File: config.mk
export PLATFORM = sky130hd
export DESIGN_NAME = sf_camera_frame_ctrl
export DESIGN_NICKNAME = d
export VERILOG_FILES = /design/src/rtl/sf_camera_pkg.sv /design/src/rtl/sf_cam_rst_timer.sv /design/src/rtl/sf_camera_frame_ctrl.sv
export SDC_FILE = /design/constraint.sdc
export NUM_CORES = 1
export LEC_CHECK = 0
export BUFFER_PORTS_ARGS = -buffer_cell sky130_fd_sc_hd__buf_2
export CORE_UTILIZATION = 45
export CTS_CLUSTER_SIZE = 8
export DETAILED_ROUTE_END_ITERATION = 10
export PLACE_DENSITY_LB_ADDON = 0.15
export SYNTH_ARGS = -nofsm -noshare
export SYNTH_HDL_FRONTEND = slang
export SYNTH_SLANG_ARGS = --single-unit
File: constraint.sdc
create_clock -name clk -period 3.49 [get_ports clk]
set_input_delay 0.698 -clock clk [delete_from_list [all_inputs] [get_ports clk]]
set_output_delay 0.698 -clock clk [all_outputs]
set_load 0.01 [all_outputs]
File: src/rtl/sf_camera_pkg.sv
// Shared definitions for the SF camera capture path: FSM encodings, counter
// width, camera reset timing and control-register bit positions.
package sf_camera_pkg;

    localparam int COUNT_WIDTH            = 24;
    localparam int DEFAULT_CAM_RST_CYCLES = 1000;

    // Control-register bit positions, shared with the register block
    localparam int CTRL_START_BIT      = 0;
    localparam int CTRL_ABORT_BIT      = 1;
    localparam int CTRL_CONTINUOUS_BIT = 2;
    localparam int CTRL_CAM_RST_BIT    = 3;

    typedef logic [3:0] state_t;

    localparam state_t ST_IDLE     = 4'd0;
    localparam state_t ST_CAM_RST  = 4'd1;
    localparam state_t ST_WAIT_BLK = 4'd2;
    localparam state_t ST_LOAD     = 4'd3;
    localparam state_t ST_WRITE    = 4'd4;
    localparam state_t ST_NEXT     = 4'd5;
    localparam state_t ST_DRAIN    = 4'd6;
    localparam state_t ST_RELEASE  = 4'd7;
    localparam state_t ST_DONE     = 4'd8;

endpackage

File: src/rtl/sf_cam_rst_timer.sv
// Timed camera reset: once requested, active stays high for exactly CYCLES
// clocks, followed by a one-cycle done pulse.
module sf_cam_rst_timer
    import sf_camera_pkg::*;
#(
    parameter int CYCLES = DEFAULT_CAM_RST_CYCLES
) (
    input  logic clk,
    input  logic rst,
    input  logic req,
    output logic active,
    output logic done
);

    localparam int CW = $clog2(CYCLES + 1);

    logic [CW-1:0] count;

    // The count is loaded with CYCLES-1 so that active covers exactly CYCLES clocks
    always_ff @(posedge clk) begin
        if (rst) begin
            count  <= '0;
            active <= 1'b0;
            done   <= 1'b0;
        end else begin
            done <= 1'b0;
            if (!active) begin
                if (req) begin
                    active <= 1'b1;
                    count  <= CW'(CYCLES - 1);
                end
            end else if (count == '0) begin
                active <= 1'b0;
                done   <= 1'b1;
            end else begin
                count <= count - CW'(1);
            end
        end
    end

endmodule

File: src/rtl/sf_camera_frame_ctrl.sv
// Frame capture sequencer: claims ppfifo read blocks, writes each dword to
// memory at incrementing addresses and signals completed frames.
module sf_camera_frame_ctrl #(
    parameter int CAM_RST_CYCLES = sf_camera_pkg::DEFAULT_CAM_RST_CYCLES,
    parameter int ADDR_STEP      = 4,
    parameter int COUNT_WIDTH    = sf_camera_pkg::COUNT_WIDTH
) (
    input  logic                   clk,
    input  logic                   rst,
    input  logic                   i_start,
    input  logic                   i_abort,
    input  logic                   i_continuous,
    input  logic                   i_cam_rst_req,
    input  logic [31:0]            i_frame_base,
    input  logic [COUNT_WIDTH-1:0] i_frame_dwords,
    output logic                   o_cam_rst,
    input  logic                   i_fifo_ready,
    output logic                   o_fifo_activate,
    input  logic [COUNT_WIDTH-1:0] i_fifo_size,
    output logic                   o_fifo_strobe,
    input  logic [31:0]            i_fifo_data,
    output logic [31:0]            o_mem_addr,
    output logic [31:0]            o_mem_data,
    output logic                   o_mem_stb,
    input  logic                   i_mem_ack,
    output logic                   o_busy,
    output logic                   o_frame_done,
    output logic                   o_overflow,
    output logic [COUNT_WIDTH-1:0] o_dword_count
);

    import sf_camera_pkg::*;

    state_t                 state;
    logic [31:0]            base_addr;
    logic [31:0]            cur_addr;
    logic [COUNT_WIDTH-1:0] frame_dwords;
    logic [COUNT_WIDTH-1:0] block_count;
    logic [COUNT_WIDTH-1:0] dword_count;
    logic                   continuous;
    logic                   abort_flag;
    logic                   frame_complete;
    logic                   activate;
    logic                   overflow;
    logic                   cam_rst_active;
    logic                   cam_rst_done;
    logic                   abort_now;

    assign abort_now = i_abort | abort_flag;

    sf_cam_rst_timer #(
        .CYCLES (CAM_RST_CYCLES)
    ) u_cam_rst_timer (
        .clk    (clk),
        .rst    (rst),
        .req    ((state == ST_IDLE) && i_cam_rst_req),
        .active (cam_rst_active),
        .done   (cam_rst_done)
    );

    // cur_addr tracks base + ADDR_STEP*dword_count incrementally, wrapping at 2^32
    always_ff @(posedge clk) begin
        if (rst) begin
            state          <= ST_IDLE;
            base_addr      <= '0;
            cur_addr       <= '0;
            frame_dwords   <= '0;
            block_count    <= '0;
            dword_count    <= '0;
            continuous     <= 1'b0;
            abort_flag     <= 1'b0;
            frame_complete <= 1'b0;
            activate       <= 1'b0;
            overflow       <= 1'b0;
        end else begin
            case (state)
                ST_IDLE: begin
                    if (i_cam_rst_req) begin
                        state <= ST_CAM_RST;
                    end else if (i_start && !i_abort && (i_frame_dwords != '0)) begin
                        base_addr      <= i_frame_base;
                        cur_addr       <= i_frame_base;
                        frame_dwords   <= i_frame_dwords;
                        continuous     <= i_continuous;
                        dword_count    <= '0;
                        overflow       <= 1'b0;
                        abort_flag     <= 1'b0;
                        frame_complete <= 1'b0;
                        state          <= ST_WAIT_BLK;
                    end
                end
                ST_CAM_RST: begin
                    if (cam_rst_done) state <= ST_IDLE;
                end
                ST_WAIT_BLK: begin
                    if (abort_now) begin
                        abort_flag <= 1'b1;
                        state      <= ST_RELEASE;
                    end else if (i_fifo_ready && !activate) begin
                        activate <= 1'b1;
                        state    <= ST_LOAD;
                    end
                end
                ST_LOAD: begin
                    if (abort_now) begin
                        abort_flag <= 1'b1;
                        state      <= ST_RELEASE;
                    end else begin
                        block_count <= i_fifo_size;
                        state       <= (i_fifo_size == '0) ? ST_RELEASE : ST_WRITE;
                    end
                end
                ST_WRITE: begin
                    if (i_abort) abort_flag <= 1'b1;
                    if (i_mem_ack) begin
                        block_count <= block_count - COUNT_WIDTH'(1);
                        dword_count <= dword_count + COUNT_WIDTH'(1);
                        cur_addr    <= cur_addr + 32'(ADDR_STEP);
                        state       <= ST_NEXT;
                    end
                end
                ST_NEXT: begin
                    if (abort_now) begin
                        abort_flag <= 1'b1;
                        state      <= ST_RELEASE;
                    end else if (dword_count == frame_dwords) begin
                        frame_complete <= 1'b1;
                        if (block_count != '0) begin
                            overflow <= 1'b1;
                            state    <= ST_DRAIN;
                        end else begin
                            state <= ST_RELEASE;
                        end
                    end else if (block_count == '0) begin
                        state <= ST_RELEASE;
                    end else begin
                        state <= ST_WRITE;
                    end
                end
                ST_DRAIN: begin
                    if (i_abort) abort_flag <= 1'b1;
                    block_count <= block_count - COUNT_WIDTH'(1);
                    if (block_count == COUNT_WIDTH'(1)) state <= ST_RELEASE;
                end
                ST_RELEASE: begin
                    activate <= 1'b0;
                    if (abort_now) begin
                        abort_flag <= 1'b1;
                        state      <= ST_IDLE;
                    end else if (frame_complete) begin
                        state <= ST_DONE;
                    end else begin
                        state <= ST_WAIT_BLK;
                    end
                end
                ST_DONE: begin
                    if (continuous && !abort_now) begin
                        dword_count    <= '0;
                        cur_addr       <= base_addr;
                        frame_complete <= 1'b0;
                        state          <= ST_WAIT_BLK;
                    end else begin
                        state <= ST_IDLE;
                    end
                end
                default: state <= ST_IDLE;
            endcase
        end
    end

    // Address and data are forced to zero outside a write so idle outputs read 0
    always_comb begin
        o_mem_stb     = (state == ST_WRITE);
        o_mem_addr    = o_mem_stb ? cur_addr : 32'h0;
        o_mem_data    = o_mem_stb ? i_fifo_data : 32'h0;
        o_fifo_strobe = (o_mem_stb && i_mem_ack) || (state == ST_DRAIN);
        o_busy        = (state != ST_IDLE) && (state != ST_CAM_RST);
        o_frame_done  = (state == ST_DONE);
    end

    assign o_cam_rst       = cam_rst_active;
    assign o_fifo_activate = activate;
    assign o_overflow      = overflow;
    assign o_dword_count   = dword_count;

endmodule

==> impl_metrics.json, run 1 <==
{
  "run_status": "finished, final reports clean",
  "routing_usage_on_met3_pct": 4.879,
  "cell_type_with_the_largest_total_area_after_synthesis": "sky130_fd_sc_hd__dfxtp_1",
  "ant_nets": 0,
  "synth_async_sr_flop_share_pct": 0,
  "drive_gt1_share_pct": 21.03,
  "finalInstanceArea_um2": 10660,
  "maximum_number_of_pins_on_one_net_before_global_route_repair": 78,
  "place_inst": 1602,
  "finalSetupViolCount": 0,
  "post_cts_hold_buffer_count": 0,
  "core_area_um2": 18960,
  "tightest_slew_ns": 1.267,
  "cap_violations": 0,
  "mapped_area_um2": 8815,
  "post-synth-top-count-cell": "sky130_fd_sc_hd__nand2_1",
  "cts.root.buffer_cell": "sky130_fd_sc_hd__clkbuf_16",
  "worst_setup_path_endpoint": "o_mem_addr[2]",
  "syn_avg_cell_area_um2": 7.382,
  "routedWlPerCell_um": 16.56,
  "htree_num_levels": 4,
  "cp-start-kind": "flip-flop",
  "syn_nets": 1319,
  "fin_worst_skew_ns": 0.01101,
  "max-vdd-ir-drop_v": 0.0004043,
  "port-buffer-count": 214,
  "synth.distinct_cells": 67,
  "cts_inserted_buffers": 17,
  "synth-seq-area-share_pct": 35.66,
  "num-fill-cells": 1846,
  "worst_hold_path_type": "reg -> reg",
  "cts.path.max_buffers": 2,
  "ctsResizeCount": 0,
  "postSynthRegisterBits": 157,
  "synth.top_cells.by_area": "sky130_fd_sc_hd__dfxtp_1 36%, sky130_fd_sc_hd__nand2_1 8.3%, sky130_fd_sc_hd__a21oi_1 6.8%",
  "post-cts-setup-buffers": 0,
  "rr_worst_depth": 8,
  "rows": 50,
  "groute.layer.met2.usage_pct": 43.06,
  "finalSetupTns_ns": 0,
  "worst_ep_arrival_time_ns": 2.46,
  "die_x_um": 142.0,
  "crit_path_end_kind": "output pin",
  "start_util_pct": 46.50,
  "routabilityCongestion": 0.8721,
  "layout-area-overhead-vs-synth_pct": 20.94,
  "synth_flop_cell": "sky130_fd_sc_hd__dfxtp_1",
  "worst_r2r_endpoint": "cur_addr[10]",
  "worst-endpoint-required_ns": 2.79,
  "gr_overflow_total": 0,
  "critical_path.reg2reg.startpoint": "state[3]",
  "crit_fanout": 74,
  "yosys_warnings": 0,
  "maxClockFrequency_mhz": 316.9,
  "clock-sinks": 157,
  "grt_pass1_vias": 8317,
  "power_density_nw_per_um2": 581.0,
  "detail_route.vias_per_cell": 5.690,
  "criticalPathCategory": "reg -> out",
  "synthesis.instances": 1194,
  "commonest_cells_post_synth": "194 x sky130_fd_sc_hd__nand2_1, 157 x sky130_fd_sc_hd__dfxtp_1, 119 x sky130_fd_sc_hd__a21oi_1",
  "num_io_pins": 215,
  "use_met1_pct": 36.57,
  "timing_max_transition_violations_final": 0,
  "synth-edff-count": 0,
  "finish.cell_count_without_fillers": 1634,
  "grt_setup_unrepaired": "no",
  "ff_to_ff_setup_slack_ns": 0.68,
  "die_area_um2": 20150,
  "cts.clk_slew.worst_paths_ns": 0.06,
  "route.final.wire_length_um": 27070,
  "vias": 9297,
  "fp.dieH_um": 142.0,
  "cell_area_reported_after_detailed_placement_um2": 10060,
  "first_pass_grt_wire_length_um": 42810,
  "yosysTopAreaCellShare_pct": 35.66,
  "worst_setup_path_startpoint": "state[3]",
  "hold_viol_final": 0,
  "hpwlAfterDp_um": 19070,
  "drt-initial-drc-count": 799,
  "antenna_found_initial": 0,
  "timing.final.crit_period_ns": 3.156,
  "slew_headroom_pct": 15.24,
  "clock_tree_from_tritoncts": "built",
  "multi_input_comb_area_um2": 5253,
  "grt_most_used_layer": "met2",
  "finalNetCount": 1486,
  "drcViolationCount": 0,
  "track_usage_pct": 26.65,
  "clk_latency_ns": 0.43,
  "firstDrtPassIters": 6,
  "power.leakage_nw": 4.280,
  "antenna_cells_inserted": 0,
  "final.period_utilization_pct": 90.42,
  "seqCellArea_um2": 3143
}
==> registers in the layout (all words and copies together) (netlist names), 4 cells and up <==
name and flops:
block_count 24, state 4, u_cam_rst_timer.count 10, cur_addr 32
frame_dwords 24, o_dword_count 24, base_addr 32
==> cell families after synthesis <==
kind of cell	Yosys count	share of synthesized area, %
and+or+nand+nor	556	31.30
AOI/OAI and AO/OA	307	21.49
buffers and inverters	110	4.911
DFF	157	35.66
xor gates and xnor gates	54	5.366
muxes	5	0.5678
adders and majority gates	5	0.7097
==> worst max-delay path, stage by stage, from the launching register on <==
cell and delay (ns):
sky130_fd_sc_hd__dfxtp_1 0.43, sky130_fd_sc_hd__or4b_4 0.59, sky130_fd_sc_hd__inv_2 0.10, sky130_fd_sc_hd__buf_4 0.49, sky130_fd_sc_hd__and2_1 0.26, sky130_fd_sc_hd__buf_2 0.15
==> layer usage <==
metal / wire [µm] / vias up
met5: 0 / -
met4: 380 / 0
met3: 1732 / 27
met2: 12500 / 346
met1: 12450 / 4329
li1: - / 4595
==> how the worst min path moves through the flow <==
stage | from | to | slack, ns | depth (start not counted)
after global routing | base_addr[13] | base_addr[13] | 0.47 | 2
after global placement | base_addr[13] | base_addr[13] | 0.43 | 2
final | base_addr[15] | base_addr[15] | 0.45 | 2
after detailed placement | base_addr[15] | base_addr[15] | 0.44 | 2
after CTS | base_addr[15] | base_addr[15] | 0.45 | 2
after floorplan | base_addr[13] | base_addr[13] | 0.43 | 2
==> layout by cell type (no fill, tap or decap), types with 10 or more instances in the layout <==
| cell type | Yosys | routed |
|---|---|---|
| sky130_fd_sc_hd__a21oi_1 | 119 | 119 |
| sky130_fd_sc_hd__nand3_1 | 25 | 25 |
| sky130_fd_sc_hd__inv_1 | 18 | 18 |
| sky130_fd_sc_hd__and2_1 | 64 | 64 |
| sky130_fd_sc_hd__xnor2_1 | 34 | 34 |
| sky130_fd_sc_hd__nor3_1 | 45 | 44 |
| sky130_fd_sc_hd__or4_1 | 10 | 10 |
| sky130_fd_sc_hd__xor2_1 | 20 | 20 |
| sky130_fd_sc_hd__nand4_1 | 32 | 32 |
| sky130_fd_sc_hd__buf_4 | 0 | 24 |
| sky130_fd_sc_hd__clkbuf_16 | 0 | 17 |
| sky130_fd_sc_hd__dfxtp_1 | 157 | 157 |
| sky130_fd_sc_hd__a22o_1 | 11 | 11 |
| sky130_fd_sc_hd__nand2_1 | 194 | 194 |
| sky130_fd_sc_hd__o21ai_0 | 75 | 75 |
| sky130_fd_sc_hd__and3_1 | 12 | 12 |
| sky130_fd_sc_hd__nor4_1 | 25 | 25 |
| sky130_fd_sc_hd__buf_2 | 9 | 213 |
| sky130_fd_sc_hd__a22oi_1 | 18 | 18 |
| sky130_fd_sc_hd__nor2_1 | 97 | 96 |
==> metrics by stage <==
| stage | total power [W] | setup WS, ns | hold slack, ns | utilization [%] |
|---|---|---|---|---|
| 4_1_cts | 0.006220 | 0.3213 | 0.4498 | 56.24 |
| 3_3_place_gp | 0.004270 | 0.1497 | 0.4347 | 53.08 |
| 6_report | 0.006194 | 0.3345 | 0.4454 | 56.24 |
| 5_1_grt | 0.006578 | 0.2085 | 0.4685 | 56.24 |
| 3_5_place_dp | 0.004295 | 0.07737 | 0.4407 | 53.08 |
| 2_1_floorplan | 0.003710 | 0.8909 | 0.4276 | - |
==> layout make-up <==
type,instances,area share [%]
Clock buffer,17,3.991
Clock inverter,15,1.620
Inverter,20,0.7042
Multi-Input combinational cell,927,49.27
Sequential cell,157,29.48
Tap cell,260,3.052
Timing Repair Buffer,238,11.88
==> power by group <==
part / internal [W] / total [W] / switching, W
clock network: 0.00108 / 0.00192 / 0.000836
registers: 0.00201 / 0.00224 / 0.000229
logic: 0.000785 / 0.00204 / 0.00125
Power figures use the tool's default switching activity.
==> run 2: changes to the inputs <==
RECOVER_POWER = 25   (was default)
==> run 2 against run 1 <==
  * The run now ends with capacitance limit, slew limit left
  * Largest cell class unchanged
  * Critical endpoint unchanged
  * Count of clock-buffer cells in the layout stayed put
  * Critical path depth stayed put
  * Critical path type unchanged
  * Die area stayed put
==> impl_metrics.json, run 2 (synthesis results as in run 1) <==
{
  "final.period_utilization_pct": 90.17,
  "ff_to_ff_setup_slack_ns": 0.63,
  "worst_r2r_endpoint": "cur_addr[10]",
  "cp_slowest_stage_delay_ns": 0.59,
  "num_io_pins": 215,
  "gr_overflow_total": 0,
  "hold_worst_path_end": "base_addr[15]",
  "detail_route.vias_per_cell": 5.691,
  "cap_violations": 1,
  "critical_path.top_delay_family": "simple AND/OR/NAND/NOR gates",
  "routabilityCongestion": 0.8721,
  "clk_latency_ns": 0.43,
  "biggestRegsByFlops": "base_addr x32, cur_addr x32",
  "violated_checks": "capacitance limit, slew limit",
  "worst_hold_path_type": "reg -> reg",
  "worst_min_path_start": "base_addr[15]",
  "seqCellArea_um2": 3143,
  "worst_ep_arrival_time_ns": 2.45,
  "fp.dieH_um": 142.0,
  "leading_cell_type_in_the_layout_fill_and_taps_excluded": "sky130_fd_sc_hd__nand2_1",
  "maxClockFrequency_mhz": 317.8,
  "run_status": "complete, but fails checks",
  "ant_nets": 0,
  "slew_headroom_pct": -13.95,
  "power_density_nw_per_um2": 583.5,
  "worstHoldPathCells": 2,
  "num-fill-cells": 1861,
  "antenna_found_initial": 0,
  "die_x_um": 142.0,
  "route.final.wire_length_um": 27060,
  "criticalPathCategory": "reg -> out",
  "max-vdd-ir-drop_v": 0.0004198,
  "grt_pass1_vias": 8317,
  "finalSetupViolCount": 0,
  "cp-start-kind": "flip-flop",
  "final_core_util_pct": 56.02,
  "drive_gt1_share_pct": 18.92,
  "crit_path_end_kind": "output pin",
  "htree_num_levels": 4,
  "vias": 9304,
  "layout-area-overhead-vs-synth_pct": 20.47,
  "worst-endpoint-required_ns": 2.79,
  "timing_max_transition_violations_final": 78,
  "clock-sinks": 157,
  "rr_worst_depth": 8,
  "power.leakage_nw": 4.153,
  "port-buffer-count": 214,
  "routedWlPerCell_um": 16.55,
  "cts_inserted_buffers": 17,
  "drt-initial-drc-count": 784,
  "finalNetCount": 1486,
  "core_area_um2": 18960,
  "hpwlAfterDp_um": 19070,
  "cts.clk_slew.worst_paths_ns": 0.06,
  "hold_viol_final": 0,
  "ctsResizeCount": 0,
  "worstPathCellList": "or4b_4 > inv_2 > buf_4 > and2_1 > buf_2",
  "final_layout_worst_hold_slack_ns": 0.4448,
  "post-cts-setup-buffers": 0,
  "firstDrtPassIters": 5,
  "timing.critical_path.slowest_stage_cell": "sky130_fd_sc_hd__or4b_4",
  "timing.final.crit_period_ns": 3.147,
  "grt_setup_unrepaired": "no",
  "cts.path.max_buffers": 2,
  "tightest_slew_ns": 1.709,
  "critical_path.reg2reg.startpoint": "state[3]",
  "post_cts_hold_buffer_count": 0,
  "drcViolationCount": 0,
  "crit_fanout": 74,
  "fin_worst_skew_ns": 0.01119,
  "cp.buffers_inverters": 3,
  "final_cell_mix": "194 x sky130_fd_sc_hd__nand2_1, 186 x sky130_fd_sc_hd__buf_2, 157 x sky130_fd_sc_hd__dfxtp_1",
  "cts.root.buffer_cell": "sky130_fd_sc_hd__clkbuf_16",
  "maximum_number_of_pins_on_one_net_before_global_route_repair": 78,
  "first_pass_grt_wire_length_um": 42810,
  "start_util_pct": 46.50,
  "multi_input_comb_area_um2": 5253,
  "rows": 50,
  "clock_tree_from_tritoncts": "built",
  "die_area_um2": 20150,
  "finalSetupTns_ns": 0,
  "track_usage_pct": 26.65
}
-- run 2: cell types whose count changed in the layout (fill, tap and decap cells not counted) --
cell                       change
sky130_fd_sc_hd__buf_2        -27
sky130_fd_sc_hd__buf_4         -3
sky130_fd_sc_hd__clkbuf_1     +29
sky130_fd_sc_hd__clkbuf_2      +1
sky130_fd_sc_hd__diode_2       +1
-- run 2: power breakdown --
| group | switching [W] | internal [W] |
|---|---|---|
| combinational | 0.00125 | 0.000783 |
| sequential | 0.000229 | 0.00201 |
| clock | 0.000840 | 0.00108 |
-- run 2: metrics by stage --
| step | power (W) | setup slack, ns | cell area [µm²] | cells |
|---|---|---|---|---|
| 2_1_floorplan | 0.003710 | 0.8909 | 8815 | 1194 |
| 3_3_place_gp | 0.004270 | 0.1497 | 10060 | 1602 |
| 3_5_place_dp | 0.004295 | 0.07737 | 10060 | 1602 |
| 4_1_cts | 0.006220 | 0.3213 | 10660 | 1634 |
| 5_1_grt | 0.006577 | 0.2105 | 10620 | 1634 |
| 6_report | 0.006196 | 0.3432 | 10620 | 1635 |
-- run 2: tightest hold or removal path: stages (launching register included) --
cell and delay (ns):
sky130_fd_sc_hd__dfxtp_1 0.31, sky130_fd_sc_hd__nand2_1 0.05, sky130_fd_sc_hd__a21oi_1 0.05
-- run 2: per-layer routing --
layer	up-vias	global-route usage, %	routed length, µm
met5	-	0	0
met4	0	6.735	356
met3	24	4.879	1750
met2	355	43.06	12570
met1	4328	36.57	12390
li1	4597	-	-
-- run 2: layout make-up --
cell class	instances	area share [%]
antenna	1	0.02357
clock buffer	17	4.006
clock inverter	15	1.626
inverter	20	0.7070
multi-input combinational	927	49.46
sequential	157	29.60
tap	260	3.064
timing repair buffer	238	11.51
-- run 2: worst max path at each step --
stage                      startpoint              to  slack, ns  depth (start not counted)
floorplan                    state[0]  o_mem_addr[18]       0.89                          7
global placement    i_frame_dwords[0]     cur_addr[9]       0.15                          7
detailed placement  i_frame_dwords[0]     cur_addr[9]       0.08                          7
CTS                          state[3]   o_mem_addr[2]       0.32                          5
global route                 state[3]   o_mem_addr[2]       0.21                          5
finish                       state[3]   o_mem_addr[2]       0.34                          5
